==> src/rtl/slow_dac_slew.sv <==
// Time-multiplexed slew-rate limiter for the 16-channel slow DAC.
// One shared subtract/compare datapath visits one channel per clock each update period.
module slow_dac_slew #(
  parameter int unsigned NCH = 16,
  parameter int unsigned DIV = 1000
) (
  input  logic               clk,
  input  logic               rst,
  input  logic               en,
  input  logic               load,
  input  logic        [15:0] step,
  input  logic signed [15:0] target [0:NCH-1],
  output logic signed [15:0] sout   [0:NCH-1],
  output logic     [NCH-1:0] settled,
  output logic               sweep_done
);

  localparam int unsigned CW = $clog2(DIV);
  localparam int unsigned IW = $clog2(NCH);

  if (DIV <= NCH + 2) begin : g_div_check
    $error("slow_dac_slew: DIV must be greater than NCH+2");
  end

  typedef enum logic [1:0] {
    IDLE,
    SWEEP,
    DONE
  } state_e;

  state_e          state_q, state_d;
  logic [CW-1:0]   cnt_q, cnt_d;
  logic [IW-1:0]   idx_q, idx_d;
  logic            done_q, done_d;
  logic [15:0]     sout_q [NCH];
  logic [15:0]     sout_d [NCH];
  logic [NCH-1:0]  settled_q, settled_d;

  logic            tick;
  logic [15:0]     cur_s, cur_t, new_val;
  logic [16:0]     diff, mag;
  logic            new_set;

  // Shared channel datapath; 17-bit difference so full-scale swings never overflow.
  always_comb begin
    cur_s   = sout_q[idx_q];
    cur_t   = target[idx_q];
    diff    = {cur_t[15], cur_t} - {cur_s[15], cur_s};
    mag     = diff[16] ? (~diff + 17'd1) : diff;
    new_val = cur_s;
    new_set = 1'b0;
    if (mag <= {1'b0, step}) begin
      new_val = cur_t;
      new_set = 1'b1;
    end else if (!diff[16]) begin
      new_val = cur_s + step;
    end else begin
      new_val = cur_s - step;
    end
  end

  always_comb begin
    tick      = en && (cnt_q == CW'(DIV - 1));
    cnt_d     = cnt_q;
    state_d   = state_q;
    idx_d     = idx_q;
    done_d    = 1'b0;
    sout_d    = sout_q;
    settled_d = settled_q;

    if (en) begin
      cnt_d = tick ? '0 : cnt_q + 1'b1;
    end

    unique case (state_q)
      IDLE: begin
        if (tick) begin
          state_d = SWEEP;
          idx_d   = '0;
        end
      end
      SWEEP: begin
        sout_d[idx_q]    = new_val;
        settled_d[idx_q] = new_set;
        if (idx_q == IW'(NCH - 1)) begin
          state_d = DONE;
          done_d  = 1'b1;
        end else begin
          idx_d = idx_q + 1'b1;
        end
      end
      DONE:    state_d = IDLE;
      default: state_d = IDLE;
    endcase

    // load overrides everything, including a tick or sweep completion in the same cycle
    if (load) begin
      for (int unsigned i = 0; i < NCH; i++) begin
        sout_d[i] = target[i];
      end
      settled_d = '1;
      cnt_d     = '0;
      state_d   = IDLE;
      idx_d     = '0;
      done_d    = 1'b0;
    end
  end

  always_ff @(posedge clk or negedge rst) begin
    if (!rst) begin
      state_q   <= IDLE;
      cnt_q     <= '0;
      idx_q     <= '0;
      done_q    <= 1'b0;
      settled_q <= '0;
      for (int unsigned i = 0; i < NCH; i++) begin
        sout_q[i] <= '0;
      end
    end else begin
      state_q   <= state_d;
      cnt_q     <= cnt_d;
      idx_q     <= idx_d;
      done_q    <= done_d;
      settled_q <= settled_d;
      for (int unsigned i = 0; i < NCH; i++) begin
        sout_q[i] <= sout_d[i];
      end
    end
  end

  always_comb begin
    for (int unsigned i = 0; i < NCH; i++) begin
      sout[i] = signed'(sout_q[i]);
    end
  end

  assign settled    = settled_q;
  assign sweep_done = done_q;

endmodule

==> config.mk <==
export PLATFORM = sky130hd
export DESIGN_NAME = slow_dac_slew
export DESIGN_NICKNAME = d
export VERILOG_FILES = /design/src/rtl/slow_dac_slew.sv
export SDC_FILE = /design/constraint.sdc
export NUM_CORES = 1
export LEC_CHECK = 0
export ABC_AREA = 0
export CORE_AREA = 2 2 216 218
export CTS_CLUSTER_DIAMETER = 50
export DETAILED_ROUTE_END_ITERATION = 8
export DIE_AREA = 0 0 218 220
export PLACE_DENSITY = 0.78
export SETUP_SLACK_MARGIN = 0.5
export SLEW_MARGIN = 20
export SYNTH_ARGS = -nofsm -noshare
export SYNTH_HDL_FRONTEND = slang
export SYNTH_SLANG_ARGS = --single-unit
==> constraint.sdc <==
create_clock -name clk -period 8.4 [get_ports clk]
set_input_delay 1.26 -clock clk [delete_from_list [all_inputs] [get_ports clk]]
set_output_delay 1.26 -clock clk [all_outputs]
set_load 0.02 [all_outputs]
# Word level (Yosys, flattened, before mapping)
# Index checks and enable logic that the tools add are counted.
# classes
n_addsub,6
bitwise_logic,2
muxes,34
eq_ne,6
order_cmp,5
reduce_logical,9
# ops
operator,count
256-bit 2-to-1 mux,2
256-bit bitwise mux,1
16-bit 2-to-1 mux,9
16-bit binary-select mux with 4-bit select,2
16-bit demux with 4-bit select,1
10-bit 2-to-1 mux,3
"17-bit by 1-bit adder with 17-bit output, second input constant",1
17-bit by 16-bit <= comparator with 1-bit output,1
17-bit 2-to-1 mux,1
17-bit inverter,1
16-bit by 16-bit subtractor with 17-bit output,1
16-bit adder,1
16-bit bitwise mux,1
16-bit subtractor,1
4-bit 2-to-1 mux,3
"10-bit by 1-bit adder with 10-bit output, second input constant",1
"10-bit equality test, second input constant",1
"3-bit inequality test, second input constant",3
4-bit one-hot mux with 2 select lines,1
2-bit 2-to-1 mux,3
"5-bit >= comparator, second input constant",1
"4-bit by 5-bit < comparator with 1-bit output, second input constant",1
"5-bit by 1-bit < comparator with 1-bit output, second input constant",1
1-bit 2-to-1 mux,5
other kinds (13),16
# totals
out_inout_bits,273
input_bits,276
ff_bits,289
word_cells,83

# Logic depth before layout (Yosys ltp)
# Gate-level depths: netlist (run 1).
# logic_depth
ltp_word,13
ltp_mapped,30
depth_no_buf,24

# Worst setup path after synthesis (run 1)
# No wires, ideal clock.
# synth_timing
kind,reg2reg
startpoint,register idx_q[0]
endpoint,"register sout_q, in the netlist sout[126]"
setup_slack_ns,1.091
path_stages_with_launch,30
n_path_buf,7
required_time_ns,8.274
arrival_time_ns,7.183
cell_sequence,dfrtp_1 clkbuf_1 buf_2 buf_2 buf_2 buf_2 mux4_2 mux4_2 inv_1 ha_1 and3_1 a221oi_1 xnor2_1 nand4bb_1 or2_2 or3_1 or4_1 nand2_1 xor2_1 ha_1 nand4_1 nor2_1 o21ai_0 o211ai_1 o211ai_1 o31ai_2 buf_4 mux2_4 buf_4 a221o_1
# synth_between
elab_chain_cells,13
elab_cells_between_ends,24
classes_between,add/sub (4); order compare (3); mux (14); bitwise (2); reduce/logical (1)
# synth_rtl
element,line,text
from (decl),33,"logic [IW-1:0] idx_q, idx_d;"
from (signal assigned),122,idx_q <= idx_d;
4-bit inverter with 5-bit output (implied by the code) *,"46, 47, 83",
16-bit binary-select mux with 4-bit select (on tied branches),"47, 46",
16-bit 2-to-1 mux (on tied branches) (2 in series),"47, 46",
16-bit by 16-bit subtractor with 17-bit output,48,"diff = {cur_t[15], cur_t} - {cur_s[15], cur_s};"
17-bit inverter,49,mag = diff[16] ? (~diff + 17'd1) : diff;
17-bit by 1-bit adder with 17-bit output,49,
17-bit 2-to-1 mux,49,
17-bit by 16-bit <= comparator with 1-bit output,52,"if (mag <= {1'b0, step}) begin"
16-bit 2-to-1 mux,52,
256-bit bitwise mux *,83,sout_d[idx_q] = new_val;
256-bit 2-to-1 mux *,75,unique case (state_q)
256-bit 2-to-1 mux *,97,if (load) begin
"to (signal, indexed assignment)",126,sout_q[i] <= sout_d[i];
to (decl),35,logic [15:0] sout_q [NCH];
# Mark *: on every way between the ends. The rest lies on a longest branch, timed or not. The select of a mux whose other input is x is not followed.
# A chain may end at the register's enable or synchronous reset.

# Final worst setup path (run 1)
# layout_timing
startpoint,input port target[48] (netlist bit)
endpoint,"register sout_q, in the netlist sout[15]"
# layout_between
elab_chain_cells,12
elab_cells_between_ends,13
classes_between,add/sub (2); order compare (1); mux (9); bitwise (1)
# layout_rtl
element,line,text
from (decl),12,"input logic signed [15:0] target [0:NCH-1],"
16-bit binary-select mux with 4-bit select *,47,cur_t = target[idx_q];
16-bit 2-to-1 mux (implied by the code) * (2 in series),47,
16-bit by 16-bit subtractor with 17-bit output *,48,
17-bit inverter,49,
17-bit by 1-bit adder with 17-bit output,49,
17-bit 2-to-1 mux,49,
17-bit by 16-bit <= comparator with 1-bit output,52,
16-bit 2-to-1 mux *,52,
256-bit bitwise mux *,83,
256-bit 2-to-1 mux *,75,
256-bit 2-to-1 mux *,97,
# Marks and branches as above.

==> parameters.txt, run 1 <==
Parameter                              Value

Clock network
  Clock tree from TritonCTS    built
  Clock sink count    289
  Maximum level of the CTS H-tree    2
  Total CTS buffers    39
  Clk_lat worst skew    570 ps
  Number of buffers between clock root and the deepest sink    3
  CTS clk-pin slew, worst paths    60 ps
  Clock tree root driver cell    clkbuf_16

Placed design
  Number of cells after detailed placement    2979
  Pre-CTS WS    43.0 ps
  Number of port buffers    548
  Weighted congestion at the end of routability-driven global placement    between 0.9 and 1
  Cell Area, Placed    approximately 0.026 mm2
  Detailed placer's ending HPWL    69.8 mm

GRT
  Wire length of the first global-routing pass    around 130 mm
  Leftover overflow at the end of global routing    0
  Via count of the first global-routing pass    19700
  Pin count of the biggest net entering global routing    177
  Overall track demand over capacity in global routing    between 30% and 40%
  Number of antenna violations at the first check in global routing    13

Synthesis
  Top cells by area in the synthesized netlist    dfrtp_1 37%, mux4_2 18%, a21oi_1 6.8%, and3_1 6.4%, ha_1 3.5%
  Leading area contributor after synthesis    dfrtp_1
  Post-synth design cell area    0.0196 mm2
  Synthesized instance count    1943
  Seq cells post-synth    289
  Synth warn    0
  Leading register cell type out of synthesis    dfrtp_1
  Synth top area share    between 30% and 40%
  Total nets after synthesis    roughly 2300
  Most common library cells after synthesis    289 x dfrtp_1, 265 x a21oi_1, 201 x and3_1
  Mean post-synth cell area    10.1 um2
  Number of unique standard cell types used by synthesis    65
  Fraction of the yosys area taken by sequential cells    a little under two fifths
  Asr flop ratio synth    100%
  Most used standard cell by instance count after synthesis    dfrtp_1
  Number of enable flip-flop cells after synthesis    0

STA
  Part of the cycle the worst path needs    90.7%
  Highest achievable clock rate    0.131 GHz
  Actual transition at the worst max-transition pin    1110 ps
  Setup slack after layout    779 ps
  Summed negative setup slack over all endpoints    0 ps
  Setup clock skew after layout    26.2 ps
  Final count of negative-setup-slack endpoints    0
  Period minus WS final    7620 ps
  Count of final hold-check violations    0
  Number of max-slew violations in the final report    0
  Unrepaired setup endpoints after global routing    yes
  Rel. slew slack    roughly 25%

Critical path
  Worst Path Required    8840 ps
  Data arrival time of the critical path    8060 ps
  Worst setup EP type    flip-flop
  CP cell instances    clkdlybuf4s50_1, mux4_2, mux4_2, inv_1, ha_1, inv_1, fa_1, a21o_1, a22o_1, o21ai_1, a31oi_1, o31a_1, buf_4, o31ai_1, xnor2_1, ha_1, or4_1, o21ai_1, nor2_1, o31a_1, a211oi_1, xnor3_4, o21ai_0, a21oi_1
  Peak per-stage delay on the critical path    580 ps
  Critical setup path kind    in -> reg
  Kind of cell adding the most delay to the critical path    compound AO/OA/AOI/OAI gates
  Critical path peak fanout    16
  Slowest stage cell on the critical path    mux4_2
  Critical path buffer and inverter count    4
  Sort of element at the start of the critical path    input port

Pwr
  Worst ir drop on vdd    around 0.00015 V
  Clock Power Share    a little under a third
  Reported net switching power    roughly 2.1 mW
  Total power draw    5.45 mW
  Internal Power    between 3 and 4 mW
  Leakage power total    10.9 nW
  Switching part of the total    38.0%
  Flop pwr share    roughly 30%
  Power density over cell area    slightly above 200 mW/mm2
  Combinational cell fraction of total power    between 30% and 40%

Die
  Core region area    0.0459 mm2
  Rows    79
  Die area    roughly 0.048 mm2
  Chip Width    218 um
  Number of top-level pins    roughly 550
  Initial core utilization    42.7%
  Vertical die dimension    220 um

Routing
  Pre-Repair DR Iteration Count    6
  Routed length per placed instance    30.3 um
  Antenna Nets Post-Route    0
  Routed wire length on met3    10.6 mm
  Via density per instance    6.62
  Total routed wirelength    roughly 93 mm
  Met1 layer wirelength in the final routing    35.5 mm
  Top Layer Used    met5
  Starting DRT DRC Count    2554
  Total met2 wirelength after detailed routing    42.5 mm
  Residual DRC    0
  Number of vias in the routed layout    20300

Final layout
  Filler Cell Count    3901
  Area of all placed cells without fillers    0.0270 mm2
  Synth-to-Final Area Change    38.0%
  Number of cells in the finished layout apart from fillers    3060
  Post-layout nets    roughly 2800
  Proportion of layout cells with a drive suffix above 1    around 13%

Hold path
  Hold/Removal Path Class    reg -> reg

Status
  Result of the run    complete, no violations

Run
  Number of maximum-capacitance constraint violations    0
-- state kept, by name, summed over array words and instances (netlist names) --
name / flops
idx_q: 4
state_q: 2
settled: 16
sweep_done: 1
sout: 256
cnt_q: 10
-- final cells by class --
type                    count  area, um2  share of cell area (%)
flip-flops and latches    289       7240                    26.8
diodes                      3       7.51                  0.0278
multi-input cells        1420      11400                    42.4
inverters                  71        272                    1.01
well taps                 607        759                    2.81
repair buffers            599       6000                    22.2
clock inverters            16        159                   0.588
clock buffers              55       1130                    4.18
-- metrics by stage --
stage | hold WS (ps) | util, %
finish | 494 | 58.9
global route | 517 | 58.9
CTS | 478 | 58.6
detailed placement | 470 | 55.8
global placement | 442 | 55.8
floorplan | 432 | -
-- cell usage in the layout (no fill, tap or decap), types with 7 or more instances in the layout --
| cell | n |
|---|---|
| buf_4 | 42 |
| o22ai_1 | 15 |
| nand2_1 | 74 |
| o21ai_1 | 98 |
| ha_1 | 54 |
| o211ai_1 | 36 |
| nand2b_1 | 10 |
| or3_1 | 21 |
| mux2i_1 | 14 |
| and3_1 | 201 |
| mux4_2 | 160 |
| nor2_1 | 84 |
| buf_12 | 8 |
| o21a_1 | 9 |
| a221o_1 | 15 |
| a31oi_1 | 7 |
| clkinv_2 | 9 |
| a21o_1 | 13 |
| xor2_1 | 13 |
| inv_1 | 70 |
| dfrtp_1 | 286 |
| o21ai_0 | 127 |
| a221oi_2 | 10 |
| a2bb2oi_1 | 16 |
| nand3_1 | 26 |
| a21oi_1 | 265 |
| clkbuf_1 | 9 |
| nor3_1 | 31 |
| xnor2_1 | 37 |
| clkdlybuf4s50_1 | 546 |
| clkbuf_16 | 41 |
-- worst reg2reg max path: stages (launching register included) --
cell      delay [ps]
dfrtp_4          540
buf_12           310
buf_4            330
mux4_2           600
mux4_2           560
ha_1             520
nand4_1          250
a21oi_1          170
o21ai_1          110
a31oi_1          380
o31a_1           390
buf_4            230
o31ai_1          100
xnor2_1          200
ha_1             290
or4_1            510
o21ai_1          260
nor2_1           140
o31a_1           340
a211oi_1         250
xnor3_4          520
o21ai_0          270
a21oi_1          100
-- power groups by stage --
stage	sequential (mW)	clock (mW)	combinational, mW
after CTS	1.62	1.69	2.05
after global placement	1.64	0	2.02
after detailed placement	1.64	0	2.04
after global routing	1.63	1.75	2.25
after floorplan	1.73	0	0.995
final	1.62	1.68	2.15
-- routing by layer --
metal | vias to the layer above | track usage [%]
met5 | - | 0
met4 | 10 | 14.3
met3 | 280 | 9.95
met2 | 1486 | 59.1
met1 | 10100 | 49.7
li1 | 8359 | -
-- kinds of logic (layout without fill, tap and decap cells) --
kind of cell               Yosys count  count (layout)  synth area share [%]
AOI/OAI and AO/OA                  653             653                  19.6
and+or+nand+nor                    480             480                  13.1
DFF                                289             289                  36.9
buffers and inverters              234             741                  4.81
muxes                              180             180                  19.5
adders and majority gates           56              56                  3.66
xor gates and xnor gates            51              51                  2.35
other                                0               3                     0
-- timing repair --
action | 4_1_cts | 5_1_grt
buffers inserted | 0 | 6
endpoints found under the setup margin | 0 | 248
hold buffers | 0 | 0
gates resized for setup | 0 | 5
-- worst paths after layout --
| kind | slack, ps | end | from | cells past startpoint |
|---|---|---|---|---|
| setup / recovery | 780 | sout[15] | target[48] | 24 |
| hold / removal | 490 | state_q[0] | state_q[1] | 1 |
| setup reg to reg | 890 | sout[15] | idx_q[0] | 22 |
| hold reg to reg | 490 | state_q[0] | state_q[1] | 1 |
| max in group asynchronous | 6090 | settled[1] | rst | 3 |
| min in group asynchronous | 770 | sout[11] | rst | 1 |
(Power assumes the default switching activity.)
==> run 2, diff against run 1 <==
- CORE_AREA: 2 2 216 218 -> 5 5 212 214
- DIE_AREA: 0 0 218 220 -> 0 0 217 219
- PLACE_DENSITY: 0.78 -> 0.82
==> run 2 against run 1 <==
Sequential share of layout area decreased by 0.075 points. Global-route usage increased by 0.52 points. Cell count decreased by 1.8%. Critical endpoint is now sout[255]. Largest cell class unchanged.
==> parameters.txt, run 2 (same netlist as run 1, synthesis figures left out) <==
Parameter                              Value

Clock network
  Maximum level of the CTS H-tree    2
  Clock tree from TritonCTS    built
  Clock tree root driver cell    clkbuf_16
  Number of buffers between clock root and the deepest sink    3
  Post-cts hold buffer count    0
  Clk_lat worst skew    580 ps
  Total CTS buffers    39
  Clock sink count    289
  CTS clk-pin slew, worst paths    ~60 ps

STA
  Setup slack after layout    760 ps
  Rel. slew slack    18.1%
  Fin Hold WS    485 ps
  Part of the cycle the worst path needs    91.0%
  Number of max-slew violations in the final report    0
  Final count of negative-setup-slack endpoints    0
  Summed negative setup slack over all endpoints    0 ps
  Period minus WS final    7640 ps
  Count of final hold-check violations    0
  Setup clock skew after layout    31.6 ps
  Actual transition at the worst max-transition pin    1230 ps
  Highest achievable clock rate    0.131 GHz
  Unrepaired setup endpoints after global routing    no

GRT
  Number of antenna violations at the first check in global routing    15
  Pin count of the biggest net entering global routing    144
  Via count of the first global-routing pass    20000
  Wire length of the first global-routing pass    136 mm
  Leftover overflow at the end of global routing    0
  Overall track demand over capacity in global routing    between 30% and 40%

Routing
  Pre-Repair DR Iteration Count    7
  Residual DRC    0
  Via density per instance    ~6.9
  Routed length per placed instance    31.3 um
  Total routed wirelength    approximately 94 mm
  Number of vias in the routed layout    20600
  Starting DRT DRC Count    2802
  Antenna Nets Post-Route    0

Pwr
  Total power draw    5.60 mW
  Switching part of the total    38.9%
  Reported net switching power    roughly 2.2 mW
  Internal Power    3.42 mW
  Worst ir drop on vdd    between 0.00015 and 0.0002 V
  Combinational cell fraction of total power    39.9%
  Flop pwr share    approximately 29%
  Power density over cell area    207 mW/mm2
  Clock Power Share    31.2%
  Leakage power total    11.0 nW

Die
  Die area    approximately 0.048 mm2
  Rows    76
  Chip Width    217 um
  Core region area    ~0.043 mm2
  Number of top-level pins    549
  Initial core utilization    between 40% and 50%
  Vertical die dimension    around 220 um

Placed design
  Cell Area, Placed    0.0255 mm2
  Number of port buffers    548
  Number of cells after detailed placement    2917
  Pre-CTS WS    66.5 ps
  Weighted congestion at the end of routability-driven global placement    1.00
  Detailed placer's ending HPWL    between 70 and 80 mm

Critical path
  CP cell instances    clkdlybuf4s50_1, mux4_2, mux4_2, inv_1, ha_1, inv_1, fa_1, a21o_1, a22o_1, o21ai_1, a31oi_1, o31a_2, buf_4, o31ai_1, xnor2_1, ha_1, or4_1, o21ai_1, nor2_1, o31a_1, a211oi_1, xnor3_4, o211ai_1, a2bb2oi_1
  Sort of element at the start of the critical path    input port
  Worst Path Required    8840 ps
  Data arrival time of the critical path    8080 ps
  Critical path peak fanout    16
  Critical setup path kind    in -> reg
  Slowest stage cell on the critical path    mux4_2
  Worst setup EP type    flip-flop
  Peak per-stage delay on the critical path    560 ps

Final layout
  Synth-to-Final Area Change    38.4%
  Share of the core filled with cells in the final layout    a little under two thirds
  Filler Cell Count    3401
  Flip-flop count of the largest register, all copies and words added    around 260
  Most frequent cells in the layout    546 x clkdlybuf4s50_1, 286 x dfrtp_1, 265 x a21oi_1
  Number of cells in the finished layout apart from fillers    3006
  Area of all placed cells without fillers    0.0271 mm2
  Proportion of layout cells with a drive suffix above 1    13.3%
  Commonest non-fill, non-tap cell in the layout    clkdlybuf4s50_1
  Post-layout nets    about 2800

Hold path
  Hold/Removal Path Class    reg -> reg

Run
  Number of maximum-capacitance constraint violations    0

Status
  Result of the run    complete, no violations
run 2: cell types whose count changed in the layout (fill, tap and decap cells not counted), moves of 4 or more:
cell	before	now
inv_6	2	6
clkbuf_1	9	1
clkinv_2	9	3
clkinvlp_4	1	5
buf_6	0	4
run 2: power by group through the flow:
stage / Clock (mW) / Sequential [mW] / Combinational [mW]
2_1_floorplan: 0 / 1.73 / 0.995
3_3_place_gp: 0 / 1.63 / 2.03
3_5_place_dp: 0 / 1.64 / 2.06
4_1_cts: 1.75 / 1.61 / 2.07
5_1_grt: 1.81 / 1.63 / 2.32
6_report: 1.74 / 1.62 / 2.23
run 2: cell type report:
type	count	area, um2	area share, %
flip-flops and latches	289	7240	26.7
well taps	546	683	2.52
inverters	71	272	1.00
clock buffers	48	1090	4.02
multi-input cells	1420	11500	42.4
clock inverters	24	279	1.03
diodes	5	12.5	0.0462
repair buffers	603	6030	22.3
run 2: path summary, 6_finish.rpt:
kind	from	end	slack [ps]	cells past startpoint
worst max-delay path	target[144]	sout[255]	760	24
worst min-delay path	state_q[1]	state_q[0]	490	1
worst max register to register	idx_q[0]	sout[255]	960	22
worst min register to register	state_q[1]	state_q[0]	490	1
max in group asynchronous	rst	sout[114]	6260	2
min in group asynchronous	rst	sout[48]	620	1
run 2: worst max-delay path, delay by kind of cell:
kind / cells / cell delay, ps
compound gates: 11 / 2550
xor+xnor: 2 / 730
mux: 2 / 1110
fa+ha+maj: 3 / 880
buf+inv: 4 / 870
simple gates: 2 / 650
run 2: layer usage:
metal | up-vias | part of all wire, % | GRT usage, %
li1 | 8392 | - | -
met1 | 10300 | 37 | 50.9
met2 | 1649 | 45 | 58.0
met3 | 302 | 13 | 12.0
met4 | 18 | 4.6 | 15.4
met5 | - | 0.12 | 0
run 2: what timing repair did:
action,4_1_cts,5_1_grt
resized for setup,0,15
setup endpoints to repair,0,246
setup buffers,0,9
